<file path="config.mk">
export PLATFORM = sky130hd
export DESIGN_NAME = seq_restoring_divider_flat
export DESIGN_NICKNAME = d
export VERILOG_FILES = /design/src/rtl/seq_restoring_divider_if.sv /design/src/rtl/seq_restoring_divider.sv /design/src/flat_wrapper.sv
export SDC_FILE = /design/constraint.sdc
export NUM_CORES = 1
export LEC_CHECK = 0
export ABC_AREA = 0
export BUFFER_PORTS_ARGS = -buffer_cell sky130_fd_sc_hd__buf_2
export CAP_MARGIN = 15
export CORE_ASPECT_RATIO = 1.25
export CORE_UTILIZATION = 45
export DETAILED_ROUTE_END_ITERATION = 12
export HOLD_SLACK_MARGIN = 0.15
export PLACE_DENSITY = 0.77
export SYNTH_ARGS = -nofsm -noshare
export SYNTH_HDL_FRONTEND = slang
export SYNTH_SLANG_ARGS = --single-unit
</file>
<file path="constraint.sdc">
create_clock -name clk_i -period 3 [get_ports clk_i]
set_input_delay 0.3 -clock clk_i [delete_from_list [all_inputs] [get_ports clk_i]]
set_output_delay 0.3 -clock clk_i [all_outputs]
set_load 0.01 [all_outputs]
</file>
<file path="src/rtl/seq_restoring_divider_if.sv">
// Handshake and operand/result bundle between the control unit and the
// sequential restoring divider. The control unit drives through the master
// modport and the divider responds through the slave modport.
interface seq_restoring_divider_if #(
  parameter int WIDTH = 32
);
  logic             start;
  logic [WIDTH-1:0] dividend;
  logic [WIDTH-1:0] divisor;
  logic             busy;
  logic             done;
  logic             div_by_zero;
  logic [WIDTH-1:0] quotient;
  logic [WIDTH-1:0] remainder;

  modport master (
    output start, dividend, divisor,
    input  busy, done, div_by_zero, quotient, remainder
  );

  modport slave (
    input  start, dividend, divisor,
    output busy, done, div_by_zero, quotient, remainder
  );
endinterface

</file>
<file path="src/rtl/seq_restoring_divider.sv">
// Sequential restoring divider for the DIV instruction. One quotient bit is
// retired per clock. Results are held on quotient/remainder until the next
// accepted start, and a one-cycle done pulse marks them valid.
// Optional signed (truncating) mode is enabled by defining DIV_SIGNED_EN,
// which adds a one-cycle sign-fix state after the iterations.
module seq_restoring_divider #(
  parameter int WIDTH = 32
) (
  input  logic                   clk_i,
  input  logic                   clr_i,
  seq_restoring_divider_if.slave bus
);

  localparam int CNT_W = $clog2(WIDTH + 1);

  localparam logic [1:0] S_IDLE = 2'd0;
  localparam logic [1:0] S_RUN  = 2'd1;
  localparam logic [1:0] S_DONE = 2'd3;
`ifdef DIV_SIGNED_EN
  localparam logic [1:0] S_FIX  = 2'd2;
`endif

  logic [1:0]       state_q, state_d;
  logic [WIDTH:0]   partRem_q, partRem_d;
  logic [WIDTH-1:0] quoShift_q, quoShift_d;
  logic [WIDTH-1:0] divisorReg_q, divisorReg_d;
  logic [CNT_W-1:0] count_q, count_d;
  logic             busy_q, busy_d;
  logic             done_q, done_d;
  logic             divZero_q, divZero_d;
  logic [WIDTH-1:0] quotient_q, quotient_d;
  logic [WIDTH-1:0] remainder_q, remainder_d;
`ifdef DIV_SIGNED_EN
  logic             negQuo_q, negQuo_d;
  logic             negRem_q, negRem_d;
`endif

  logic [WIDTH-1:0] dividendMag;
  logic [WIDTH-1:0] divisorMag;
  logic [WIDTH+1:0] trial;

  // Operand magnitudes fed into the unsigned core (identity when unsigned)
  always_comb begin
`ifdef DIV_SIGNED_EN
    dividendMag = bus.dividend[WIDTH-1] ? -bus.dividend : bus.dividend;
    divisorMag  = bus.divisor[WIDTH-1]  ? -bus.divisor  : bus.divisor;
`else
    dividendMag = bus.dividend;
    divisorMag  = bus.divisor;
`endif
  end

  // Next-state logic: operand capture, shift/subtract/restore, sign fix, result latch
  always_comb begin
    state_d      = state_q;
    partRem_d    = partRem_q;
    quoShift_d   = quoShift_q;
    divisorReg_d = divisorReg_q;
    count_d      = count_q;
    busy_d       = busy_q;
    done_d       = 1'b0;
    divZero_d    = divZero_q;
    quotient_d   = quotient_q;
    remainder_d  = remainder_q;
`ifdef DIV_SIGNED_EN
    negQuo_d     = negQuo_q;
    negRem_d     = negRem_q;
`endif
    trial = {partRem_q, quoShift_q[WIDTH-1]} - {2'b00, divisorReg_q};

    case (state_q)
      S_IDLE: begin
        busy_d = 1'b0;
        if (bus.start && !busy_q) begin
          busy_d       = 1'b1;
          divZero_d    = 1'b0;
          partRem_d    = '0;
          divisorReg_d = divisorMag;
          count_d      = CNT_W'(WIDTH);
`ifdef DIV_SIGNED_EN
          negQuo_d     = bus.dividend[WIDTH-1] ^ bus.divisor[WIDTH-1];
          negRem_d     = bus.dividend[WIDTH-1];
`endif
          if (bus.divisor == '0) begin
            quoShift_d = bus.dividend;
            state_d    = S_DONE;
          end else begin
            quoShift_d = dividendMag;
            state_d    = S_RUN;
          end
        end
      end

      S_RUN: begin
        count_d = count_q - CNT_W'(1);
        if (trial[WIDTH+1]) begin
          partRem_d  = {partRem_q[WIDTH-1:0], quoShift_q[WIDTH-1]};
          quoShift_d = {quoShift_q[WIDTH-2:0], 1'b0};
        end else begin
          partRem_d  = trial[WIDTH:0];
          quoShift_d = {quoShift_q[WIDTH-2:0], 1'b1};
        end
        if (count_q == CNT_W'(1)) begin
`ifdef DIV_SIGNED_EN
          state_d = S_FIX;
`else
          state_d = S_DONE;
`endif
        end
      end

`ifdef DIV_SIGNED_EN
      S_FIX: begin
        quoShift_d = negQuo_q ? -quoShift_q : quoShift_q;
        partRem_d  = {1'b0, negRem_q ? -partRem_q[WIDTH-1:0] : partRem_q[WIDTH-1:0]};
        state_d    = S_DONE;
      end
`endif

      S_DONE: begin
        done_d  = 1'b1;
        state_d = S_IDLE;
        if (divisorReg_q == '0) begin
          quotient_d  = '1;
          remainder_d = quoShift_q;
          divZero_d   = 1'b1;
        end else begin
          quotient_d  = quoShift_q;
          remainder_d = partRem_q[WIDTH-1:0];
        end
      end

      default: begin
        state_d = S_IDLE;
      end
    endcase
  end

  // State and output registers with synchronous clear
  always_ff @(posedge clk_i) begin
    if (clr_i) begin
      state_q      <= S_IDLE;
      partRem_q    <= '0;
      quoShift_q   <= '0;
      divisorReg_q <= '0;
      count_q      <= '0;
      busy_q       <= 1'b0;
      done_q       <= 1'b0;
      divZero_q    <= 1'b0;
      quotient_q   <= '0;
      remainder_q  <= '0;
`ifdef DIV_SIGNED_EN
      negQuo_q     <= 1'b0;
      negRem_q     <= 1'b0;
`endif
    end else begin
      state_q      <= state_d;
      partRem_q    <= partRem_d;
      quoShift_q   <= quoShift_d;
      divisorReg_q <= divisorReg_d;
      count_q      <= count_d;
      busy_q       <= busy_d;
      done_q       <= done_d;
      divZero_q    <= divZero_d;
      quotient_q   <= quotient_d;
      remainder_q  <= remainder_d;
`ifdef DIV_SIGNED_EN
      negQuo_q     <= negQuo_d;
      negRem_q     <= negRem_d;
`endif
    end
  end

  assign bus.busy        = busy_q;
  assign bus.done        = done_q;
  assign bus.div_by_zero = divZero_q;
  assign bus.quotient    = quotient_q;
  assign bus.remainder   = remainder_q;

endmodule

</file>
<file path="src/flat_wrapper.sv">
// flat-port wrapper written by rule: the top's interface ports become plain ports
module seq_restoring_divider_flat 
#(
  parameter int WIDTH = 32
)
  (clk_i, clr_i, bus_start, bus_dividend, bus_divisor, bus_busy, bus_done, bus_div_by_zero, bus_quotient, bus_remainder);
  seq_restoring_divider_if #(.WIDTH(WIDTH)) bus_i ();
  input  logic clk_i;
  input  logic clr_i;
  input wire logic [$bits(bus_i.start)-1:0] bus_start;
  input wire logic [$bits(bus_i.dividend)-1:0] bus_dividend;
  input wire logic [$bits(bus_i.divisor)-1:0] bus_divisor;
  output wire logic [$bits(bus_i.busy)-1:0] bus_busy;
  output wire logic [$bits(bus_i.done)-1:0] bus_done;
  output wire logic [$bits(bus_i.div_by_zero)-1:0] bus_div_by_zero;
  output wire logic [$bits(bus_i.quotient)-1:0] bus_quotient;
  output wire logic [$bits(bus_i.remainder)-1:0] bus_remainder;
  assign bus_i.start = bus_start;
  assign bus_i.dividend = bus_dividend;
  assign bus_i.divisor = bus_divisor;
  assign bus_busy = bus_i.busy;
  assign bus_done = bus_i.done;
  assign bus_div_by_zero = bus_i.div_by_zero;
  assign bus_quotient = bus_i.quotient;
  assign bus_remainder = bus_i.remainder;
  seq_restoring_divider #(.WIDTH(WIDTH)) u_core (.clk_i(clk_i), .clr_i(clr_i), .bus(bus_i));
endmodule
</file>
==> metrics.md <==
| Metric | Value |
|---|---|
| Outcome | `finished clean` |
| Vias in the first global route | `7,890` |
| Die Y | `roughly 160 um` |
| Number of synthesized register bits | `about 170` |
| Leading cell type in the layout, fill and taps excluded | `nor2_1` |
| Drt first pass iters | `5` |
| First-pass GRT wire length | `39,520 um` |
| Max Clock Skew | `just over 8 ps` |
| All-Layer GR Usage | `0.2429` |
| P&R area growth vs syn | `21.87%` |
| Yosys warnings | `0` |
| Most frequent cells in the layout | `nor2_1, dfxtp_1, nand2_1` |
| Initial antenna violation count | `1` |
| Crit Path Max Fanout | `24` |
| Placed cell count | `1,485` |
| Post-layout util | `0.5631` |
| Core Region | `19,610 um^2` |
| GP Congestion | `~0.91` |
| Most common flop cell mapped by yosys | `dfxtp_1` |
| Die width | `approximately 130 um` |
| Max incr delay on CP | `410 ps` |
| GR Overflow Total | `0` |
| Post-Synthesis Cells | `between 1,000 and 1,500` |
| Data arrival time of the worst path | `3150 ps` |
| Post-route ant nets | `0` |
| Worst IR drop on VDD | `about 0.74 mV` |
| Setup-failing EPs final | `0` |
| Mean Syn Cell Area | `8.069 um^2` |
| Cell Rows | `57` |
| Max-cap violations | `0` |
| Wire length per cell | `about 16 um` |
| CTS Buf Count | `17` |
| Worst Max-Slew Pin Slew | `988.2 ps` |
| Via Count | `8,402` |
| Syn Nets | `roughly 1,200` |
| Buf+Inv Stages, Crit Path | `3` |
| Slowest stage cell, crit path | `ha_1` |
| Setup_tns | `0 ps` |
| Clock transition at path regs | `70 ps` |
| Largest net degree at the start of global routing | `98` |
| Tmin final | `2808 ps` |
| Final WL | `24,600 um` |
| Die ar. | `between 20,000 and 25,000 um^2` |
| Period Utilization, post-route | `0.9360` |
| CTS Buffer Depth | `2` |
| CP delay by family, top | `compound AO/OA/AOI/OAI gates` |
| Hold Path Class | `input pin to flop` |
| I/O Pins | `roughly 130` |
| Max H-tree Level | `4` |
| Port Buffers | `133` |
| Unrepaired setup endpoints after global routing | `true` |
| Starting Density | `0.4620` |
| HPWL after DPL | `roughly 18,000 um` |
| Ant diodes | `0` |
| Critical Path, Cell by Cell | `inv_1 > ha_1 > nand4_1 > nor2_1 > nand2_1 > o31a_1 > a21o_1 > a221oi_4 > buf_4 > buf_12 > mux2i_1 > a211oi_1` |
| Vias/cell | `around 5.4` |
| Final Hold Viols | `0` |
| Layout cells sized above 1 | `0.1768` |
| Max_slew headroom | `0.3412` |
| Clock root cell | `clkbuf_16` |
| Fmax | `between 300 and 400 MHz` |
| Drt initial violations | `between 600 and 700` |
| PD cells | `1107 nW/um^2` |
| Syn Std Cell Area | `between 9000 and 10,000 um^2` |
| Seq/Total Area, Yosys | `0.3800` |
| Worst EP required | `~3300 ps` |
| Critical Path Source Type | `flop` |
| Layout Cells excl Fill | `around 1,500` |
| Leakage | `roughly 0.0045 uW` |
| Worst-Skew Late Latency | `between 400 and 500 ps` |
| CTS tree | `yes` |
| Crit path capture type | `flop` |
| Layout Nets | `~1,400` |
| Asr flop ratio synth | `0` |
| Post-synth EDFFs | `0` |
| Remaining routing DRC violations | `0` |
| CTS sink count | `172` |
| Slew Limit Fails | `0` |
| Worst setup path category | `flop to flop` |
| Unique cell type count in the Yosys netlist | `59` |
## final timing paths
path,from,end,slack (ps),cells after the start
hold reg to reg,u_core.divisorReg_q[16]$_SDFFE_PP0P_,u_core.divisorReg_q[16]$_SDFFE_PP0P_,480,2
setup / recovery,u_core.divisorReg_q[18]$_SDFFE_PP0P_,u_core.quoShift_q[0]$_SDFFE_PP0P_,190,12
setup reg to reg,u_core.divisorReg_q[18]$_SDFFE_PP0P_,u_core.quoShift_q[0]$_SDFFE_PP0P_,190,12
hold / removal,bus_divisor[1],u_core.divisorReg_q[1]$_SDFFE_PP0P_,180,3
## power by group
part | internal, uW | total [uW] | switching (uW)
logic | 2910 | 6800 | 3890
registers | 2790 | 3250 | 467
clock network | 1190 | 2170 | 982
total | 6890 | 12200 | 5340
## timing repair
action	in CTS	in global routing
hold endpoints to repair	30	0
setup buffers	0	2
gates resized for setup	0	7
hold buffers	30	0
setup endpoints to repair	0	23
## flip-flops by register name, indices dropped and copies added, names as in the netlist
| register | cells |
|---|---|
| u_core.partRem_q | 33 |
| u_core.bus.quotient | 32 |
| u_core.bus.remainder | 32 |
| u_core.divisorReg_q | 32 |
| u_core.quoShift_q | 32 |
| u_core.count_q | 6 |
| u_core.state_q | 2 |
| u_core.bus.busy | 1 |
| u_core.bus.div_by_zero | 1 |
| u_core.bus.done | 1 |
## tightest hold or removal path, cell delays in order
cell     delay (ps)
buf_2           110
nand2_1          70
a21oi_1          70
## through the flow
stage	hold slack [ps]	instance area (um^2)	worst slack (ps)	total power, uW
after detailed placement	467.3	10130	118.4	9834
after floorplan	436.0	9061	313.4	8155
after global routing	188.9	11040	-12.39	13080
after CTS	164.4	11000	65.89	12060
after global placement	461.1	10130	139.3	9747
final	180.2	11040	191.9	12230
## synth_stat cells, drive strengths merged (2+ instances only)
cell       n  share of area
nor2     178          0.074
and3       3         0.0021
a31oi      5         0.0035
a21boi     2         0.0017
buf       22          0.015
or3        2         0.0014
o311ai     2         0.0028
nor4      18          0.012
xor2      11          0.011
nor3       9         0.0050
o21ai     46          0.025
nand2b     6         0.0041
nand2    138          0.057
nor2b      4         0.0028
o21bai     8         0.0066
xnor2     20          0.019
or2        2         0.0014
a22o       2         0.0019
o31ai      6         0.0055
inv       46          0.019
nand3      5         0.0028
o21a       3         0.0025
clkbuf    56          0.023
mux2i     83          0.092
nand4     13         0.0090
a41oi      2         0.0019
a21oi     86          0.048
a21o      15          0.012
o211ai     4         0.0039
and2b      2         0.0017
a211oi   100          0.083
ha        37          0.051
dfxtp    172           0.38
a2111oi    2         0.0019
## cell type report
type	instances	area, um^2
sequential	172	3443
tap	265	331.6
clock inverter	13	132.6
inverter	46	172.7
clock buffer	19	442.9
timing repair buffer	207	1365
multi-input combinational	827	5155
fill	1779	8569
## cell families after synthesis
logic type                 Yosys count  synth area share
and+or+nand+nor                    385            0.1783
adders and majority gates           38           0.05330
muxes                               83           0.09169
DFF                                172            0.3800
xor gates and xnor gates            31           0.02996
AOI/OAI and AO/OA                  290            0.2093
buffers and inverters              124           0.05744
## routing by layer
layer  up-vias  GRT usage  share of wire
li1       4252          -              -
met1      3869     0.3187           0.46
met2       249     0.4020           0.47
met3        30    0.04364          0.052
met4         2    0.07594          0.017
met5         -          0        0.00033
Power figures use the tool's default switching activity.
